<file path="config.mk">
export PLATFORM = sky130hd
export DESIGN_NAME = fft_stream_ctrl_flat
export DESIGN_NICKNAME = d
export VERILOG_FILES = /design/src/rtl/fft_stream_ctrl_pkg.sv /design/src/rtl/fft_stream_ctrl_if.sv /design/src/rtl/fft_frame_tracker.sv /design/src/rtl/fft_stream_ctrl.sv /design/src/flat_wrapper.sv
export SDC_FILE = /design/constraint.sdc
export NUM_CORES = 1
export LEC_CHECK = 0
export CAP_MARGIN = 20
export CORE_MARGIN = 2
export CORE_UTILIZATION = 52
export CTS_CLUSTER_SIZE = 40
export DETAILED_ROUTE_END_ITERATION = 8
export PLACE_DENSITY_LB_ADDON = 0.12
export SLEW_MARGIN = 20
export SYNTH_ARGS = -nofsm -noshare
export SYNTH_HDL_FRONTEND = slang
export SYNTH_SLANG_ARGS = --single-unit
</file>
<file path="constraint.sdc">
create_clock -name mclk -period 3.5 [get_ports mclk]
set_clock_uncertainty 0.2 [all_clocks]
set_input_delay 0.525 -clock mclk [delete_from_list [all_inputs] [get_ports mclk]]
set_output_delay 0.525 -clock mclk [all_outputs]
set_load 0.01 [all_outputs]
</file>
<file path="src/rtl/fft_stream_ctrl_pkg.sv">
// Shared state encodings and sizing helper for the FFT input-side control blocks.
package fft_stream_ctrl_pkg;

  typedef enum logic [2:0] {
    ST_RESYNC = 3'd0,
    ST_IDLE   = 3'd1,
    ST_RUN    = 3'd2,
    ST_FLUSH  = 3'd3,
    ST_DRAIN  = 3'd4
  } ctrl_state_e;

  // Counter width able to hold 0..n-1, never narrower than one bit.
  function automatic int cnt_w(input int n);
    return (n <= 32'sd2) ? 32'sd1 : $clog2(n);
  endfunction

endpackage

</file>
<file path="src/rtl/fft_stream_ctrl_if.sv">
// Source stream, FFT input and frame-status signals of the FFT stream controller.
interface fft_stream_ctrl_if #(
  parameter int DATA_W = 20,
  parameter int PEND_W = 4
);
  logic              s_vld;
  logic              s_sof;
  logic [DATA_W-1:0] s_data;
  logic              s_rdy;
  logic              o_vld;
  logic [DATA_W-1:0] o_data;
  logic              o_init;
  logic              i_fft_vld;
  logic [PEND_W-1:0] o_pending;
  logic              o_flushing;
  logic              o_err_sof;
  logic              o_drop;

  modport master (
    output s_vld, s_sof, s_data, i_fft_vld,
    input  s_rdy, o_vld, o_data, o_init, o_pending, o_flushing, o_err_sof, o_drop
  );

  modport slave (
    input  s_vld, s_sof, s_data, i_fft_vld,
    output s_rdy, o_vld, o_data, o_init, o_pending, o_flushing, o_err_sof, o_drop
  );
endinterface

</file>
<file path="src/rtl/fft_frame_tracker.sv">
// Counts dereverse output beats and keeps the number of frames written but not
// yet fully emitted, saturating at the top of its range.
module fft_frame_tracker
  import fft_stream_ctrl_pkg::*;
#(
  parameter int DEPTH  = 128,
  parameter int PEND_W = 4
) (
  input  logic              clk_i,
  input  logic              rst_i,
  input  logic              clr_i,
  input  logic              inc_i,
  input  logic              beat_i,
  output logic [PEND_W-1:0] pending_o,
  output logic              sat_err_o
);
  localparam int C_W = cnt_w(DEPTH);
  localparam logic [C_W-1:0]    BEAT_LAST = C_W'(DEPTH - 32'sd1);
  localparam logic [C_W-1:0]    BEAT_ONE  = C_W'(1'b1);
  localparam logic [PEND_W-1:0] PEND_ONE  = PEND_W'(1'b1);

  logic [C_W-1:0]    beat_q;
  logic [PEND_W-1:0] pend_q;
  logic [PEND_W-1:0] pend_d;
  logic              dec_s;
  logic              full_s;
  logic              sat_s;

  assign dec_s  = beat_i & (beat_q == BEAT_LAST) & (pend_q != {PEND_W{1'b0}});
  assign full_s = (pend_q == {PEND_W{1'b1}});

  // Pending next state: a coincident increment and decrement cancel out.
  always_comb begin
    pend_d = pend_q;
    sat_s  = 1'b0;
    if (inc_i && !dec_s) begin
      if (full_s) begin
        sat_s = 1'b1;
      end else begin
        pend_d = pend_q + PEND_ONE;
      end
    end else if (dec_s && !inc_i) begin
      pend_d = pend_q - PEND_ONE;
    end else begin
      pend_d = pend_q;
    end
  end

  // Out-beat and pending registers, cleared together with the datapath.
  always_ff @(posedge clk_i) begin
    if (rst_i || clr_i) begin
      beat_q <= {C_W{1'b0}};
      pend_q <= {PEND_W{1'b0}};
    end else begin
      if (beat_i) begin
        beat_q <= beat_q + BEAT_ONE;
      end else begin
        beat_q <= beat_q;
      end
      pend_q <= pend_d;
    end
  end

  assign pending_o = pend_q;
  assign sat_err_o = sat_s;

endmodule

</file>
<file path="src/rtl/fft_stream_ctrl.sv">
// Input-side sequencer for the pipelined FFT: frame alignment, a zero flush
// frame to drain the ping-pong dereverse stage on source idle, then re-init.
module fft_stream_ctrl
  import fft_stream_ctrl_pkg::*;
#(
  parameter int DATA_W       = 20,
  parameter int DEPTH        = 128,
  parameter int IDLE_TIMEOUT = 64,
  parameter int INIT_CYCLES  = 4,
  parameter int PEND_W       = 4
) (
  input logic              mclk,
  input logic              i_init,
  fft_stream_ctrl_if.slave bus
);
  localparam int C_W = cnt_w(DEPTH);
  localparam int T_W = cnt_w(IDLE_TIMEOUT);
  localparam int I_W = cnt_w(INIT_CYCLES);
  localparam logic [C_W-1:0] CNT_LAST  = C_W'(DEPTH - 32'sd1);
  localparam logic [C_W-1:0] CNT_ONE   = C_W'(1'b1);
  localparam logic [T_W-1:0] TMR_LAST  = T_W'(IDLE_TIMEOUT - 32'sd1);
  localparam logic [T_W-1:0] TMR_ONE   = T_W'(1'b1);
  localparam logic [I_W-1:0] INIT_LAST = I_W'(INIT_CYCLES - 32'sd1);
  localparam logic [I_W-1:0] INIT_ONE  = I_W'(1'b1);

  ctrl_state_e       state_q;
  logic [C_W-1:0]    cnt_q;
  logic [T_W-1:0]    tmr_q;
  logic [I_W-1:0]    init_cnt_q;
  logic              s_rdy_q;
  logic              o_vld_q;
  logic [DATA_W-1:0] o_data_q;
  logic              o_init_q;
  logic              flushing_q;
  logic              err_sof_q;
  logic              drop_q;

  logic              accept_s;
  logic              cnt_zero_s;
  logic              frame_err_s;
  logic              frame_end_s;
  logic              resync_s;
  logic              sat_err_s;
  logic [PEND_W-1:0] pending_s;

  assign accept_s    = bus.s_vld & s_rdy_q;
  assign cnt_zero_s  = (cnt_q == {C_W{1'b0}});
  // sof is legal exactly when cnt==0, so any disagreement is a framing error.
  assign frame_err_s = (state_q == ST_RUN) & accept_s & (bus.s_sof ^ cnt_zero_s);
  assign frame_end_s = (state_q == ST_RUN) & accept_s & ~frame_err_s & (cnt_q == CNT_LAST);
  assign resync_s    = (state_q == ST_RESYNC);

  fft_frame_tracker #(
    .DEPTH  (DEPTH),
    .PEND_W (PEND_W)
  ) u_tracker (
    .clk_i     (mclk),
    .rst_i     (i_init),
    .clr_i     (resync_s),
    .inc_i     (frame_end_s),
    .beat_i    (bus.i_fft_vld),
    .pending_o (pending_s),
    .sat_err_o (sat_err_s)
  );

  // Control FSM; every block output is a register updated here.
  always_ff @(posedge mclk) begin
    if (i_init) begin
      state_q    <= ST_RESYNC;
      cnt_q      <= {C_W{1'b0}};
      tmr_q      <= {T_W{1'b0}};
      init_cnt_q <= {I_W{1'b0}};
      s_rdy_q    <= 1'b0;
      o_vld_q    <= 1'b0;
      o_data_q   <= {DATA_W{1'b0}};
      o_init_q   <= 1'b1;
      flushing_q <= 1'b0;
      err_sof_q  <= 1'b0;
      drop_q     <= 1'b0;
    end else begin
      o_vld_q   <= 1'b0;
      drop_q    <= 1'b0;
      err_sof_q <= sat_err_s;
      case (state_q)
        ST_RESYNC: begin
          cnt_q      <= {C_W{1'b0}};
          tmr_q      <= {T_W{1'b0}};
          flushing_q <= 1'b0;
          if (init_cnt_q == INIT_LAST) begin
            state_q    <= ST_IDLE;
            init_cnt_q <= {I_W{1'b0}};
            o_init_q   <= 1'b0;
            s_rdy_q    <= 1'b1;
          end else begin
            init_cnt_q <= init_cnt_q + INIT_ONE;
            o_init_q   <= 1'b1;
            s_rdy_q    <= 1'b0;
          end
        end
        ST_IDLE: begin
          if (accept_s) begin
            tmr_q <= {T_W{1'b0}};
            if (bus.s_sof) begin
              state_q  <= ST_RUN;
              cnt_q    <= CNT_ONE;
              o_vld_q  <= 1'b1;
              o_data_q <= bus.s_data;
            end else begin
              drop_q <= 1'b1;
            end
          end else if (tmr_q != TMR_LAST) begin
            tmr_q <= tmr_q + TMR_ONE;
          end else if (pending_s != {PEND_W{1'b0}}) begin
            state_q    <= ST_FLUSH;
            s_rdy_q    <= 1'b0;
            flushing_q <= 1'b1;
            tmr_q      <= {T_W{1'b0}};
          end else begin
            tmr_q <= tmr_q;
          end
        end
        ST_RUN: begin
          if (frame_err_s) begin
            state_q    <= ST_RESYNC;
            init_cnt_q <= {I_W{1'b0}};
            o_init_q   <= 1'b1;
            s_rdy_q    <= 1'b0;
            cnt_q      <= {C_W{1'b0}};
            tmr_q      <= {T_W{1'b0}};
            err_sof_q  <= 1'b1;
          end else if (accept_s) begin
            tmr_q    <= {T_W{1'b0}};
            o_vld_q  <= 1'b1;
            o_data_q <= bus.s_data;
            cnt_q    <= (cnt_q == CNT_LAST) ? {C_W{1'b0}} : cnt_q + CNT_ONE;
          end else if (!cnt_zero_s || (tmr_q != TMR_LAST)) begin
            tmr_q <= cnt_zero_s ? tmr_q + TMR_ONE : tmr_q;
          end else begin
            state_q    <= ST_FLUSH;
            s_rdy_q    <= 1'b0;
            flushing_q <= 1'b1;
            tmr_q      <= {T_W{1'b0}};
          end
        end
        ST_FLUSH: begin
          o_vld_q  <= 1'b1;
          o_data_q <= {DATA_W{1'b0}};
          if (cnt_q == CNT_LAST) begin
            state_q <= ST_DRAIN;
            cnt_q   <= {C_W{1'b0}};
          end else begin
            cnt_q <= cnt_q + CNT_ONE;
          end
        end
        ST_DRAIN: begin
          // The flush frame itself is never waited for; re-init discards it.
          if (pending_s == {PEND_W{1'b0}}) begin
            state_q    <= ST_RESYNC;
            init_cnt_q <= {I_W{1'b0}};
            o_init_q   <= 1'b1;
            flushing_q <= 1'b0;
          end else begin
            state_q <= ST_DRAIN;
          end
        end
        default: begin
          state_q    <= ST_RESYNC;
          init_cnt_q <= {I_W{1'b0}};
          o_init_q   <= 1'b1;
          s_rdy_q    <= 1'b0;
          flushing_q <= 1'b0;
        end
      endcase
    end
  end

  assign bus.s_rdy      = s_rdy_q;
  assign bus.o_vld      = o_vld_q;
  assign bus.o_data     = o_data_q;
  assign bus.o_init     = o_init_q;
  assign bus.o_pending  = pending_s;
  assign bus.o_flushing = flushing_q;
  assign bus.o_err_sof  = err_sof_q;
  assign bus.o_drop     = drop_q;

endmodule

</file>
<file path="src/flat_wrapper.sv">
// flat-port wrapper written by rule: the top's interface ports become plain ports
module fft_stream_ctrl_flat import fft_stream_ctrl_pkg::*;
#(
  parameter int DATA_W       = 20,
  parameter int DEPTH        = 128,
  parameter int IDLE_TIMEOUT = 64,
  parameter int INIT_CYCLES  = 4,
  parameter int PEND_W       = 4
)
  (mclk, i_init, bus_s_vld, bus_s_sof, bus_s_data, bus_i_fft_vld, bus_s_rdy, bus_o_vld, bus_o_data, bus_o_init, bus_o_pending, bus_o_flushing, bus_o_err_sof, bus_o_drop);
  fft_stream_ctrl_if #(.DATA_W(DATA_W), .PEND_W(PEND_W)) bus_i ();
  input logic mclk;
  input logic i_init;
  input wire logic [$bits(bus_i.s_vld)-1:0] bus_s_vld;
  input wire logic [$bits(bus_i.s_sof)-1:0] bus_s_sof;
  input wire logic [$bits(bus_i.s_data)-1:0] bus_s_data;
  input wire logic [$bits(bus_i.i_fft_vld)-1:0] bus_i_fft_vld;
  output wire logic [$bits(bus_i.s_rdy)-1:0] bus_s_rdy;
  output wire logic [$bits(bus_i.o_vld)-1:0] bus_o_vld;
  output wire logic [$bits(bus_i.o_data)-1:0] bus_o_data;
  output wire logic [$bits(bus_i.o_init)-1:0] bus_o_init;
  output wire logic [$bits(bus_i.o_pending)-1:0] bus_o_pending;
  output wire logic [$bits(bus_i.o_flushing)-1:0] bus_o_flushing;
  output wire logic [$bits(bus_i.o_err_sof)-1:0] bus_o_err_sof;
  output wire logic [$bits(bus_i.o_drop)-1:0] bus_o_drop;
  assign bus_i.s_vld = bus_s_vld;
  assign bus_i.s_sof = bus_s_sof;
  assign bus_i.s_data = bus_s_data;
  assign bus_i.i_fft_vld = bus_i_fft_vld;
  assign bus_s_rdy = bus_i.s_rdy;
  assign bus_o_vld = bus_i.o_vld;
  assign bus_o_data = bus_i.o_data;
  assign bus_o_init = bus_i.o_init;
  assign bus_o_pending = bus_i.o_pending;
  assign bus_o_flushing = bus_i.o_flushing;
  assign bus_o_err_sof = bus_i.o_err_sof;
  assign bus_o_drop = bus_i.o_drop;
  fft_stream_ctrl #(.DATA_W(DATA_W), .DEPTH(DEPTH), .IDLE_TIMEOUT(IDLE_TIMEOUT), .INIT_CYCLES(INIT_CYCLES), .PEND_W(PEND_W)) u_core (.mclk(mclk), .i_init(i_init), .bus(bus_i));
endmodule
</file>
# Word-level counts from Yosys, hierarchy flattened
# Cells that the tools add are included.
# word_totals
register_bits,55
out_inout_bits,30
wordCells,157
in_bits,25
# classes
reduce_logical,26
n_addsub,6
bitwise_logic,14
eq_ne,31
muxes,67
# ops
op,n
$mux W20,4
$pmux W20 S3,1
$mux W6,7
$mux W7,5
$mux W3,10
$pmux W7 S4,1
$mux W1,26
$pmux W6 S3,1
$pmux W3 S5,1
$add A7 B1 Y7 const B,2
$eq A7 B7 Y1 const B,2
$ne A2 B1 Y1 const B,7
$ne A2 B2 Y1 const B,7
$mux W4,3
$pmux W1 S4,3
$pmux W2 S4,1
$reduce_and A8 Y1,1
$reduce_bool A4 Y1,2
$and A1 B1 Y1,7
$logic_not A7 Y1,1
$reduce_and A7 Y1,1
$add A6 B1 Y6 const B,1
$eq A3 B2 Y1 const B,2
$mux W2,3
other kinds (30),45

# Longest topological paths before layout
# depth
ltp_word,10
mapped_depth,12

# Cells and area by module
# A second synthesis with hierarchy kept.
# unflattened
cells_unflattened,362
area_unflattened_um2,2946.6
# by_module_without_submodules
mod,instances,area_each_um2,cells_per_inst
fft_stream_ctrl,1,2321.0,296
fft_frame_tracker,1,625.6,66

# Least setup slack after synthesis
# No wires, ideal clock.
# synth_timing
path_kind,input port to flip-flop
start,input port bus_i_fft_vld
end,register u_core.u_tracker.pend_q[3] (netlist: u_core.u_tracker.pending_o[3])
setup_slack_ns,0.501
stages,10
arrival_time_ns,2.677
setup_ns,0.122
path_cell_list,clkbuf_2 > nand3_1 > nor4b_1 > nand2b_1 > ha_1 > a21o_1 > a21oi_1 > nand2_1 > a2bb2oi_1 > mux2i_1
# synth_between
elab_chain_cells,6
# synth_rtl
item,line_no,source
from (decl),flat_wrapper.sv:17,input wire logic [$bits(bus_i.i_fft_vld)-1:0] bus_i_fft_vld;
$and A1 B1 Y1 (*) (2 in series),fft_frame_tracker.sv:29,assign dec_s = beat_i & (beat_q == BEAT_LAST) & (pend_q != {PEND_W{1'b0}});
$logic_not A1 Y1,fft_frame_tracker.sv:36,if (inc_i && !dec_s) begin
$logic_and A1 B1 Y1,fft_frame_tracker.sv:36,
$ne A2 B2 Y1 (no line) / $reduce_bool A2 Y1 (equally long branches),n/a,
$reduce_and A2 Y1 (no line),n/a,
to (signal assigned),fft_frame_tracker.sv:53,pend_q <= {PEND_W{1'b0}};
to (signal assigned),fft_frame_tracker.sv:60,pend_q <= pend_d;
to (decl),fft_frame_tracker.sv:23,logic [PEND_W-1:0] pend_q;
# Mark *: on every way between the ends. The rest lies on a longest branch, timed or not.
# A chain may end at the register's enable or synchronous reset.

# Final worst setup path
# layout_timing
start,register u_core.cnt_q[0]
end,register u_core.u_tracker.pend_q[3] (netlist: u_core.u_tracker.pending_o[3])
# layout_between
elab_chain_cells,10
# layout_rtl
item,line_no,source
from (decl),fft_stream_ctrl.sv:27,logic [C_W-1:0] cnt_q;
from (signal assigned),fft_stream_ctrl.sv:70,cnt_q <= {C_W{1'b0}};
from (signal assigned),fft_stream_ctrl.sv:86,cnt_q <= {C_W{1'b0}};
from (signal assigned),fft_stream_ctrl.sv:128,cnt_q <= {C_W{1'b0}};
$logic_not A7 Y1,fft_stream_ctrl.sv:47,assign cnt_zero_s = (cnt_q == {C_W{1'b0}});
$xor A1 B1 Y1,fft_stream_ctrl.sv:49,assign frame_err_s = (state_q == ST_RUN) & accept_s & (bus.s_sof ^ cnt_zero_s);
$and A1 B1 Y1,fft_stream_ctrl.sv:49,
$not A1 Y1,fft_stream_ctrl.sv:50,assign frame_end_s = (state_q == ST_RUN) & accept_s & ~frame_err_s & (cnt_q == CNT_LAST);
$and A1 B1 Y1,fft_stream_ctrl.sv:50,
$and A1 B1 Y1 (*),fft_stream_ctrl.sv:50,
$logic_not A1 Y1,fft_frame_tracker.sv:42,end else if (dec_s && !inc_i) begin
$logic_and A1 B1 Y1,fft_frame_tracker.sv:42,
$reduce_bool A2 Y1 (no line),n/a,
$reduce_and A2 Y1 (no line),n/a,
# Marks and branches as above.

==> flow_metrics.py <==
metrics = {
    "critical_path": {
        "criticalPathCategory": "reg2reg",
        "ff2ff_setup_slack_ns": 0.41,
        "timing.rr.start": "u_core.cnt_q[0]",
        "critPathMaxFanout": 6,
        "setup.worst_path.start_class": "register",
        "ff2ff_path_depth": 11,
        "worstPathRequired_ns": 3.55,
        "r2r-end": "u_core.u_tracker.pending_o[3]",
        "worstPathArrival_ns": 3.14,
        "crit_path_end_kind": "register",
    },
    "detailed_routing": {
        "drtIter0Drc": 139,
        "drcViolationCount": 0,
        "drt_first_pass_iters": 4,
        "wl_um": 6673,
        "vias_per_cell": 5.746,
        "vias": 2735,
        "avgRoutedWirePerCell_um": 14.02,
        "postRouteAntennaNets": 0,
    },
    "finish": {
        "stdcell_count": 476,
        "diodes": 0,
        "syn_to_final_growth_pct": 26.38,
        "layout_commonest_cell": "nand2_1",
        "post-route-util_pct": 67.70,
        "final_cell_mix": "69 x nand2_1, 55 x dfxtp_1, 54 x clkdlybuf4s50_1",
        "nets": 436,
        "drive_above_1_share_pct": 9.406,
    },
    "synthesis": {
        "yosysSeqAreaShare_pct": 37.56,
        "ys.flop_type": "dfxtp_1",
        "synth_area_um2": 2932,
        "synth-seq-cells": 55,
        "yosysWarnings": 0,
        "ys_async_sr_fraction_pct": 0,
        "syn_avg_cell_area_um2": 8.424,
        "synth_edf_count": 0,
        "synth.distinct_cells": 69,
        "synth_fp_nets": 381,
        "synth_cells": 348,
    },
    "sta": {
        "tightest_slew_ns": 0.7957,
        "setup_viol": 0,
        "max_freq_ghz": 0.3234,
        "finalHoldViolations": 0,
        "totalNegativeSetupSlack_ns": 0,
        "fin_crit_sh_pct": 88.34,
        "slew_viol_final": 0,
        "finalWorstSetupSlack_ns": 0.4079,
        "slew_headroom_pct": 46.54,
        "fin_crit_ns": 3.092,
        "rsz0062_at_grt": "false",
    },
    "floorplan": {
        "die-area_um2": 6254,
        "die_w_um": 79.09,
        "core_um2": 5473,
        "std_cell_rows": 27,
        "die_h_um": 79.09,
        "ios": 55,
        "start_util_pct": 53.57,
    },
    "pwr": {
        "power_uw": 1945,
        "p_per_area_nw_per_um2": 524.9,
        "ir_drop_v": 0.0002804,
        "p_leak_uw": 0.001448,
    },
    "clocking": {
        "clock_latency_ns": 0.31,
        "cts_hold_buf": 0,
        "cts_made_buffers": 5,
        "cts_sinks": 55,
        "cts_max_level": 2,
        "clk_pin_slew_worst_paths_ns": 0.10,
        "cts-resized-gates": 0,
        "clock_path_buffers": 2,
        "cts_setup_buffers": 0,
        "cts-root-buf": "clkbuf_8",
        "cts_tree": "built",
    },
    "placed_design": {
        "numPortBuffers": 54,
        "place_ws_ns": 0.1717,
        "dpl.hpwl_um": 4763,
        "place.gp.congestion": 0.8856,
        "dpl.cell_count": 468,
    },
    "grt": {
        "track_usage_pct": 22.81,
        "antenna_found_initial": 0,
        "grt_pass1_wl_um": 11780,
        "grt_start_max_net_pins": 26,
        "grt_pass1_vias": 2659,
        "grt_overflow": 0,
    },
    "worst_hold_path": {
        "hold_path_end": "u_core.bus.o_data[4]",
        "hp-class": "reg2reg",
        "min_delay_path_depth": 2,
        "hp-start": "u_core.bus.o_data[4]",
    },
    "run_status": {
        "outcome": "finished, final reports clean",
    },
    "flow_run": {
        "cap_violations": 0,
    },
}
==> metal layers <==
layer	GRT usage (%)	share of wire [%]	vias up	routed length [um]
li1	-	-	1371	-
met2	36.27	46	72	3090
met1	30.24	47	1283	3146
met3	5.114	5.4	9	360
met4	8.621	1.1	0	76
met5	0	0	-	0
==> through the flow <==
stage          hold WS [ns]  area, um^2
2_1_floorplan        0.2534        2932
3_3_place_gp         0.2434        3583
3_5_place_dp         0.2543        3583
4_1_cts              0.2724        3705
5_1_grt              0.2914        3705
6_report             0.2660        3705
==> area by class of cell <==
type,instances,area [um^2]
sequential,55,1101
clock inverter,2,38.79
timing repair buffer,69,653.1
fill,487,1768
clock buffer,6,82.58
inverter,5,18.77
tap,72,90.09
multi-input combinational,267,1720
==> worst max-delay path, cell delays in order, from the launching register on <==
cell	delay [ns]
dfxtp_1	0.42
ha_1	0.21
nand3_1	0.13
or4_4	0.59
nor3_1	0.24
nand2b_1	0.16
ha_1	0.30
a21o_1	0.18
a21oi_1	0.17
nor2_1	0.06
a2bb2oi_1	0.18
mux2i_1	0.19
==> worst max path at each step <==
stage	startpoint	endpoint	slack, ns	depth (start not counted)
after CTS	u_core.cnt_q[0]	u_core.u_tracker.pending_o[3]	0.41	11
after global routing	u_core.cnt_q[0]	u_core.u_tracker.pending_o[3]	0.19	11
after floorplan	bus_i_fft_vld	u_core.u_tracker.pending_o[3]	0.50	10
after global placement	bus_s_vld	u_core.u_tracker.pending_o[3]	0.25	11
after detailed placement	bus_s_vld	u_core.u_tracker.pending_o[3]	0.17	11
final	u_core.cnt_q[0]	u_core.u_tracker.pending_o[3]	0.41	11
==> synth_stat cells, types with 5 or more instances <==
| library cell | count | area share [%] |
|---|---|---|
| nor2_1 | 22 | 2.8 |
| nor4_1 | 7 | 1.5 |
| nand2b_1 | 5 | 1.1 |
| a211oi_1 | 6 | 1.5 |
| xor2_1 | 6 | 1.8 |
| mux2i_1 | 24 | 8.2 |
| dfxtp_1 | 55 | 38 |
| a21oi_1 | 15 | 2.6 |
| ha_1 | 7 | 3.0 |
| clkbuf_1 | 14 | 1.8 |
| nor3_1 | 8 | 1.4 |
| nand2_1 | 69 | 8.8 |
| nand4_1 | 8 | 1.7 |
| nand3_1 | 13 | 2.2 |
==> state kept, by name, indices dropped and copies added (netlist names) <==
name / count
u_core.bus.o_init: 1
u_core.init_cnt_q: 2
u_core.bus.o_drop: 1
u_core.tmr_q: 6
u_core.bus.s_rdy: 1
u_core.u_tracker.pending_o: 4
u_core.bus.o_flushing: 1
u_core.u_tracker.beat_q: 7
u_core.state_q: 3
u_core.cnt_q: 7
u_core.bus.o_vld: 1
u_core.bus.o_err_sof: 1
u_core.bus.o_data: 20
==> cells by family after synthesis <==
group / count (synthesis) / synth area share (%)
buf+inv: 26 / 4.054
xor+xnor: 8 / 2.390
simple gates: 160 / 26.63
mux: 25 / 8.579
flops: 55 / 37.56
compound gates: 66 / 17.12
fa+ha+maj: 8 / 3.670
==> power breakdown <==
part	switching [uW]	total, uW	leakage (uW)	internal [uW]
registers	43.9	750	0.000445	706
logic	396	748	0.000942	352
clock network	211	447	0.0000618	236
Note: power is estimated with default switching activity, not from simulation.
